### src/rtl/two_level_solver_pkg.sv
// ============================================================================
// Module  : two_level_pkg
// Brief   : Shared types and constants for the two-level function solver.
// Revision: 1.0 - initial release
// ============================================================================
`default_nettype none

package two_level_pkg;

    typedef enum logic [1:0] {
        IDLE = 2'd0,
        SCAN = 2'd1,
        HOLD = 2'd2,
        FIN  = 2'd3
    } state_t;

    localparam int A_BIT = 3;
    localparam int B_BIT = 2;
    localparam int C_BIT = 1;
    localparam int D_BIT = 0;
    localparam int N_VEC = 16;

endpackage

`default_nettype wire

### src/rtl/two_level_solver_if.sv
// ============================================================================
// Module  : two_level_solver_if
// Brief   : Request/result bundle between a requester and the solver.
// Revision: 1.0 - initial release
// ============================================================================
`default_nettype none

interface two_level_solver_if #(
    parameter int CNT_W = 5
);
    logic             start;
    logic             target;
    logic             busy;
    logic             sol_valid;
    logic             sol_ready;
    logic [3:0]       sol_vec;
    logic             done;
    logic [CNT_W-1:0] sol_count;

    modport master (
        output start, target, sol_ready,
        input  busy, sol_valid, sol_vec, done, sol_count
    );

    modport slave (
        input  start, target, sol_ready,
        output busy, sol_valid, sol_vec, done, sol_count
    );
endinterface

`default_nettype wire

### src/rtl/two_level_solver_eval.sv
// ============================================================================
// Module  : two_level_eval
// Brief   : Combinational evaluator for f = ~((a&b) & ~(c|d)).
// Revision: 1.0 - initial release
// ============================================================================
`default_nettype none

module two_level_eval
    import two_level_pkg::*;
(
    input  wire logic [3:0] vec,
    output logic            f
);
    always_comb begin
        f = ~((vec[A_BIT] & vec[B_BIT]) & ~(vec[C_BIT] | vec[D_BIT]));
    end
endmodule

`default_nettype wire

### src/rtl/two_level_solver.sv
// ============================================================================
// Module  : two_level_solver
// Brief   : Scans all input vectors and streams those where f equals target.
// Revision: 1.0 - initial release
// ============================================================================
`default_nettype none

module two_level_solver
    import two_level_pkg::*;
#(
    parameter int N_IN  = 4,
    parameter int CNT_W = 5
) (
    input  wire logic         clk,
    input  wire logic         rst,
    two_level_solver_if.slave bus
);
    localparam logic [N_IN-1:0] LAST_IDX = '1;

    state_t           state;
    logic [N_IN-1:0]  idx;
    logic             tgt;
    logic             f_val;
    logic             busy;
    logic             sol_valid;
    logic [3:0]       sol_vec;
    logic             done;
    logic [CNT_W-1:0] sol_count;

    two_level_eval u_eval (
        .vec (idx),
        .f   (f_val)
    );

    // All outputs come straight from flops; sol_ready only steers next state.
    always_ff @(posedge clk) begin
        if (rst) begin
            state     <= IDLE;
            idx       <= '0;
            tgt       <= 1'b0;
            busy      <= 1'b0;
            sol_valid <= 1'b0;
            sol_vec   <= '0;
            done      <= 1'b0;
            sol_count <= '0;
        end else begin
            done <= 1'b0;
            case (state)
                IDLE: begin
                    if (bus.start) begin
                        tgt       <= bus.target;
                        idx       <= '0;
                        sol_count <= '0;
                        busy      <= 1'b1;
                        state     <= SCAN;
                    end
                end
                SCAN: begin
                    if (f_val == tgt) begin
                        sol_vec   <= idx;
                        sol_valid <= 1'b1;
                        sol_count <= sol_count + CNT_W'(1);
                        state     <= HOLD;
                    end else if (idx == LAST_IDX) begin
                        done  <= 1'b1;
                        state <= FIN;
                    end else begin
                        idx <= idx + N_IN'(1);
                    end
                end
                HOLD: begin
                    if (bus.sol_ready) begin
                        sol_valid <= 1'b0;
                        if (idx == LAST_IDX) begin
                            done  <= 1'b1;
                            state <= FIN;
                        end else begin
                            idx   <= idx + N_IN'(1);
                            state <= SCAN;
                        end
                    end
                end
                FIN: begin
                    busy  <= 1'b0;
                    state <= IDLE;
                end
                default: state <= IDLE;
            endcase
        end
    end

    assign bus.busy      = busy;
    assign bus.sol_valid = sol_valid;
    assign bus.sol_vec   = sol_vec;
    assign bus.done      = done;
    assign bus.sol_count = sol_count;
endmodule

`default_nettype wire

### src/flat_wrapper.sv
// flat-port wrapper written by rule: the top's interface ports become plain ports
module two_level_solver_flat import two_level_pkg::*;
#(
    parameter int N_IN  = 4,
    parameter int CNT_W = 5
)
  (clk, rst, bus_start, bus_target, bus_sol_ready, bus_busy, bus_sol_valid, bus_sol_vec, bus_done, bus_sol_count);
  two_level_solver_if #(.CNT_W(CNT_W)) bus_i ();
  input  wire logic clk;
  input  wire logic rst;
  input wire logic [$bits(bus_i.start)-1:0] bus_start;
  input wire logic [$bits(bus_i.target)-1:0] bus_target;
  input wire logic [$bits(bus_i.sol_ready)-1:0] bus_sol_ready;
  output wire logic [$bits(bus_i.busy)-1:0] bus_busy;
  output wire logic [$bits(bus_i.sol_valid)-1:0] bus_sol_valid;
  output wire logic [$bits(bus_i.sol_vec)-1:0] bus_sol_vec;
  output wire logic [$bits(bus_i.done)-1:0] bus_done;
  output wire logic [$bits(bus_i.sol_count)-1:0] bus_sol_count;
  assign bus_i.start = bus_start;
  assign bus_i.target = bus_target;
  assign bus_i.sol_ready = bus_sol_ready;
  assign bus_busy = bus_i.busy;
  assign bus_sol_valid = bus_i.sol_valid;
  assign bus_sol_vec = bus_i.sol_vec;
  assign bus_done = bus_i.done;
  assign bus_sol_count = bus_i.sol_count;
  two_level_solver #(.N_IN(N_IN), .CNT_W(CNT_W)) u_core (.clk(clk), .rst(rst), .bus(bus_i));
endmodule
### config.mk
export PLATFORM = sky130hd
export DESIGN_NAME = two_level_solver_flat
export DESIGN_NICKNAME = d
export VERILOG_FILES = /design/src/rtl/two_level_solver_pkg.sv /design/src/rtl/two_level_solver_if.sv /design/src/rtl/two_level_solver_eval.sv /design/src/rtl/two_level_solver.sv /design/src/flat_wrapper.sv
export SDC_FILE = /design/constraint.sdc
export NUM_CORES = 1
export LEC_CHECK = 0
export BUFFER_PORTS_ARGS = -buffer_cell sky130_fd_sc_hd__buf_2
export CAP_MARGIN = 20
export CORE_MARGIN = 5
export CORE_UTILIZATION = 45
export CTS_CLUSTER_DIAMETER = 30
export DETAILED_ROUTE_END_ITERATION = 8
export PLACE_DENSITY = 0.65
export REMOVE_ABC_BUFFERS = 1
export SYNTH_ARGS = -nofsm -noshare
export SYNTH_HDL_FRONTEND = slang
export SYNTH_HIERARCHICAL = 1
export SYNTH_SLANG_ARGS = --single-unit
### constraint.sdc
create_clock -name clk -period 2.4 [get_ports clk]
set_clock_uncertainty 0.05 [all_clocks]
set_input_delay 0.48 -clock clk [delete_from_list [all_inputs] [get_ports clk]]
set_output_delay 0.48 -clock clk [all_outputs]
set_load 0.05 [all_outputs]
==> results.md, run 1 <==
- Setup TNS Final: 0 ps
- Status: completed
- Uppermost layer routed: met4
- RR Startpoint: u_core/state[0]
- Post-route insts no fill: 164
- Residual DRC: 0
- Highest Clock Rate: 0.5100 GHz
- CP Capture Type: flip-flop
- Final period utilization: 0.8170
- Largest net degree at the start of global routing: 20
- Core Box Area: 0.002191 mm²
- H-Tree Depth: 1
- Crit-path leading delay family: multiplexers
- Hold Crit Start: bus_target
- Final hold violation count: 0
- Max Slew Vio Count: 0
- Distinct cells, synth: 32
- R2R Setup Slk: 440 ps
- Tot Pwr: 1.099 mW
- WL met2: 1050 µm
- MaxCap Viol Count: 0
- Setup violators final: 0
- Dominant synthesized flop cell: dfxtp_1
- Worst reg2reg path depth: 5
- Post-synth ARST share: 0
- Worst-case clock buffer depth: 2
- P_leak: 0.4667 nW
- CP cell instances: inv_1 > ha_1 > mux2i_1 > o21ai_0 > a31oi_1
- Iter 0 DRT Violations: 11
- WL per Instance: 13.18 µm
- Placed Instances: 160
- WL met3: 86 µm
- WL final: 2161 µm
- Slew @ Worst Pin: 555.9 ps
- Share of layout cells above drive strength 1: 0.1765
- Die area: 0.003318 mm²
- I/O pins: 17
- IO Port Bufs: 16
- First-pass GRT wire length: 3822 µm
- Row count: 17
- Antenna Cells: 0
- Yosys warning count: 6
- CP bufs+invs: 1
- Number of gates resized after CTS: 0
- Initial antenna violation count: 0
- Hold crit path type: primary input to flip-flop
- Total number of vias: 916
- Nets: 150
- Area Growth Syn to Fin: 13.13%
- Min-Delay Endpoint: u_core/tgt
- Min-Delay Path Depth: 3
- Initial Util: 0.4654
- Reg2reg end: u_core/idx[3]
- Postcts setup bufs: 0
- Register area share after synthesis: 0.3730
- FF+latch count, synth: 19
- CP peak stage delay: 500 ps
- Crit path DAT: 2130 ps
- Power Density: 953.0 mW/mm²
- CP max FO: 9
- Placer Congestion: 0.8199
- Post-synth EDFFs: 0
- Max VDD drop: 0.7053 mV
- WP data required: 2570 ps
- Crit Path Category: flip-flop to flip-flop
- CP startpoint kind: flip-flop
- Post-route ant nets: 0
- RSZ-0062 raised after global routing: no
- Wl on met1: 1006 µm
- Congestion Overflow GR: 0
- Synth Area per Inst: 8.569 µm²
- Drt pass-1 iters: 4
- CTS tree: built
- Vias in the first global route: 889
- Worst skew pair latency: 290 ps
- GRT Total Usage: 0.1431
- Post-place instance area: 0.001127 mm²
- Total clock sinks: 19
- Post-DP HPWL: 1619 µm
- Worst path slowest cell: mux2i_1
- Min Tclk post-route: 1961 ps
- Chip Width: 57.61 µm
- Clock Tree Root: clkbuf_4
- CTS Buf Count: 3
- Die Span Y: 57.61 µm
- # fillers: 224
- Hold Buf Count CTS: 0
- Vias per cell: 5.585
- Crit path from: u_core/state[0]
- Mapped Cells: 119
- Clock transition at path regs: 100 ps
- Slew HR: 0.6294
- Synthesized cell area: 0.001020 mm²
- Final instance area: 0.001154 mm²
## cell usage after synthesis (2+ instances only)
| library cell | instances | share of area |
|---|---|---|
| dfxtp_1 | 19 | 0.37 |
| nand3_1 | 13 | 0.064 |
| nand2_1 | 12 | 0.044 |
| a21oi_1 | 10 | 0.049 |
| ha_1 | 8 | 0.098 |
| nor2_1 | 8 | 0.029 |
| inv_1 | 5 | 0.018 |
| a31oi_1 | 4 | 0.025 |
| clkbuf_1 | 4 | 0.015 |
| nand2b_1 | 4 | 0.025 |
| o21a_1 | 4 | 0.029 |
| a311oi_1 | 3 | 0.026 |
| o21ai_0 | 3 | 0.015 |
| nor2b_1 | 2 | 0.012 |
| o211ai_1 | 2 | 0.015 |
| o41ai_1 | 2 | 0.017 |
## layout make-up
| class | count | area, µm² | share of cell area |
|---|---|---|---|
| inverters | 5 | 18.77 | 0.01627 |
| multi-input cells | 91 | 605.6 | 0.5249 |
| flip-flops and latches | 19 | 380.4 | 0.3297 |
| well taps | 28 | 35.03 | 0.03037 |
| repair buffers | 17 | 87.58 | 0.07592 |
| clock buffers | 4 | 26.28 | 0.02278 |
## how the worst max path moves through the flow
stage	end	slack, ps	depth (start not counted)
floorplan	u_core/bus.sol_count[3]	620	6
global placement	u_core/bus.sol_count[4]	550	7
detailed placement	u_core/idx[3]	480	5
CTS	u_core/idx[3]	460	5
global route	u_core/idx[1]	230	5
finish	u_core/idx[3]	440	5
## per-layer routing
layer / vias to the layer above / track usage
met5: - / 0
met4: 0 / 0.05960
met3: 2 / 0.03167
met2: 17 / 0.2468
met1: 426 / 0.1691
li1: 471 / -
## stage by stage
| step | utilization | setup slack, ps | hold slack, ps |
|---|---|---|---|
| after floorplan | - | 615.3 | 425.2 |
| after global placement | 0.5146 | 553.5 | 391.1 |
| after detailed placement | 0.5146 | 481.5 | 395.6 |
| after CTS | 0.5266 | 462.8 | 380.4 |
| after global routing | 0.5266 | 228.8 | 400.2 |
| final | 0.5266 | 439.1 | 388.5 |
## worst reg2reg max path: stages, from the launching register on
cell	delay, ps
dfxtp_1	440
inv_1	130
ha_1	480
mux2i_1	500
o21ai_0	160
a31oi_1	140
## cell families after synthesis
| logic type | count (synthesis) | synth area share |
|---|---|---|
| and+or+nand+nor | 43 | 0.2074 |
| AOI/OAI and AO/OA | 36 | 0.2430 |
| DFF | 19 | 0.3730 |
| buffers and inverters | 9 | 0.03313 |
| adders and majority gates | 8 | 0.09816 |
| xor gates and xnor gates | 2 | 0.02455 |
| muxes | 2 | 0.02086 |
## flip-flops by register name, summed over array words and instances (netlist names)
| signal | flops |
|---|---|
| u_core/bus.busy | 1 |
| u_core/bus.done | 1 |
| u_core/bus.sol_count | 5 |
| u_core/bus.sol_valid | 1 |
| u_core/bus.sol_vec | 4 |
| u_core/idx | 4 |
| u_core/state | 2 |
| u_core/tgt | 1 |
## placed cells by master (no fill, tap or decap), drive strengths merged, types with 2 or more instances in the layout
cell type,count
o21a,4
nand2,12
nor2,8
ha,8
inv,5
clkbuf,4
dfxtp,19
buf,17
nand2b,4
nor2b,2
o21ai,3
a21oi,10
a311oi,3
o41ai,2
a211oi,2
a31oi,4
nand3,13
o211ai,2
## report_power, final
group | switching, mW | internal, mW
registers | 0.0424 | 0.352
logic | 0.353 | 0.196
clock network | 0.0917 | 0.0645
total | 0.487 | 0.612
(Power assumes the default switching activity.)
==> run 2: changes to the inputs <==
ABC_AREA = 1   (was default)
PLACE_DENSITY = 0.67   (was 0.65)
clock period = 1.68 ns   (was 2.4 ns; I/O delays follow)
==> run 2 against run 1 <==
Sequential share of layout area down 2.9 points. Non-clock buffer count up 4. Clock power up 54%. Register-to-register slack worse by 320 ps. Critical endpoint is now u_core/idx[2]. Total power up 110%. Core utilization up 3.7 points. Fmax up 26%. Count of clock-buffer cells in the layout unchanged. Largest power group unchanged. Synthesized cell count up 34%. Combinational power rose to 2.5 times the previous value.
==> results.md, run 2 <==
- Dominant cells by area after synthesis: dfxtp_1 35%, nand2_1 11%, ha_1 9.3%
- Total clock sinks: 19
- Final core utilization: 0.5638
- Worst skew pair latency: 300 ps
- Reg with most FFs: u_core/bus.sol_count
- Die Span Y: 58.99 µm
- Distinct cells, synth: 20
- Congestion Overflow GR: 0
- Clock transition at path regs: 110 ps
- Post-route insts no fill: 211
- Max reg flops: 5
- Mapped Cells: 160
- Most frequent cells in the layout: 31 x nand2_1, 22 x inv_1, 22 x nor2_1
- CP startpoint kind: flip-flop
- Slew @ Worst Pin: 477.9 ps
- Post-synth top cells: 31 x nand2_1, 23 x inv_1, 22 x nor2_1
- Antenna Cells: 0
- Initial Util: 0.4789
- Core Box Area: 0.002255 mm²
- H-Tree Depth: 1
- Post-route ant nets: 0
- Vias in the first global route: 931
- Die area: 0.003479 mm²
- Worst-case clock buffer depth: 2
- Post-synth EDFFs: 0
- Largest net degree at the start of global routing: 17
- Leading cell type in the layout, fill and taps excluded: nand2_1
- Drt pass-1 iters: 4
- Post-synth ARST share: 0
- CTS tree: built
- P_leak: 0.6146 nW
- Synthesized cell area: 0.001080 mm²
- Total number of vias: 1036
- Dominant synthesized flop cell: dfxtp_1
- Iter 0 DRT Violations: 30
- Residual DRC: 0
- CP max FO: 7
- CP Capture Type: flip-flop
- Initial antenna violation count: 0
- Final hold violation count: 0
- Biggest regs: u_core/bus.sol_count x5, u_core/bus.sol_vec x4, u_core/idx x4
- Min Tclk post-route: 1562 ps
- Max Slew Vio Count: 0
- Clock Tree Root: clkbuf_4
- Max VDD drop: 0.9285 mV
- Crit path DAT: 1740 ps
- Share of the synthesized area in the top cell type: 0.3523
- First-pass GRT wire length: 4091 µm
- RR Startpoint: u_core/state[0]
- RSZ-0062 raised after global routing: yes
- Crit Path Category: flip-flop to flip-flop
- MaxCap Viol Count: 0
- Yosys warning count: 6
- Top-count cell post-synth: nand2_1
- GRT Total Usage: 0.1509
- WL per Instance: 11.00 µm
- Row count: 17
- Hold crit path type: primary input to flip-flop
- Placer Congestion: 0.8157
- Vias per cell: 4.910
- Largest area contributor in the netlist: dfxtp_1
- Power Density: 1794 mW/mm²
- Final period utilization: 0.9296
- Placed Instances: 207
- Highest Clock Rate: 0.6403 GHz
- Hold Crit Start: rst
- WP data required: 1860 ps
- Chip Width: 58.99 µm
- I/O pins: 17
- CTS Buf Count: 3
- Setup TNS Final: 0 ps
- Slew HR: 0.6811
- Crit path from: u_core/state[0]
- Status: completed
- Nets: 197
- IO Port Bufs: 16
- Post-DP HPWL: 1744 µm
- Register area share after synthesis: 0.3523
- FF+latch count, synth: 19
- Synth Area per Inst: 6.749 µm²
- WL final: 2322 µm
- Area Growth Syn to Fin: 17.73%
- Setup violators final: 0
- Share of layout cells above drive strength 1: 0.2131
-- run 2: cell types whose count changed in the layout (fill, tap and decap cells not counted), sizes merged, moves of 3 or more --
cell,change
o21ai,+12
a21oi,+4
nor2,+15
buf,+4
nand2b,-4
inv,+22
a311oi,-3
nand2,+21
a31oi,-4
o21a,-3
-- run 2: final cells by class --
type | count | area [µm²]
clock buffers | 4 | 26.28
fillers | 244 | 983.4
inverters | 28 | 105.1
multi-input cells | 111 | 604.3
flip-flops and latches | 19 | 382.9
well taps | 28 | 35.03
repair buffers | 21 | 117.6
-- run 2: critical path, stage by stage, from the launching register on --
cell	delay, ps
dfxtp_2	380
inv_1	140
ha_4	330
inv_2	60
nand2_2	60
nand3_1	70
nor2_1	140
nand3_1	80
a21oi_1	180
-- run 2: worst paths after layout --
kind | depth (start not counted) | end | slack (ps)
setup / recovery | 8 | u_core/idx[2] | 120
hold / removal | 2 | u_core/bus.sol_count[1] | 180
setup reg to reg | 8 | u_core/idx[2] | 120
hold reg to reg | 2 | u_core/bus.sol_vec[2] | 400
-- run 2: cells by family after synthesis --
kind of cell,count (synthesis),synth area share
compound gates,31,0.1483
fa+ha+maj,8,0.09270
simple gates,72,0.3001
flops,19,0.3523
buf+inv,30,0.1066
-- run 2: routing by layer --
metal / wire length [µm] / track usage / share of wire / vias up
met2: 1108 / 0.2476 / 0.48 / 30
met4: 34 / 0.05825 / 0.015 / 0
met5: 0 / 0 / 0 / -
met1: 1039 / 0.1945 / 0.45 / 451
met3: 139 / 0.02832 / 0.060 / 4
li1: - / - / - / 551
-- run 2: what timing repair did --
action / in CTS / in global routing
setup endpoints to repair: 2 / 9
hold endpoints to repair: 0 / 0
cloned: 0 / 0
pin swaps: 0 / 0
buffers inserted: 0 / 0
resized for setup: 1 / 6
hold buffers: 0 / 0
-- run 2: where the power goes --
| group | switching [mW] | internal (mW) | leakage (nW) |
|---|---|---|---|
| Clock | 0.149 | 0.0925 | 0.0150 |
| Combinational | 0.905 | 0.475 | 0.444 |
| Sequential | 0.0915 | 0.568 | 0.156 |
-- run 2: per-stage QoR --
stage	setup slack [ps]	cell area, µm²	hold WS (ps)	power [mW]
3_5_place_dp	5.521	1222	385.3	1.977
5_1_grt	-44.81	1271	182.9	2.491
4_1_cts	9.648	1251	181.8	2.224
2_1_floorplan	143.7	1070	355.1	1.675
3_3_place_gp	92.25	1222	379.8	1.931
6_report	118.2	1271	181.7	2.281
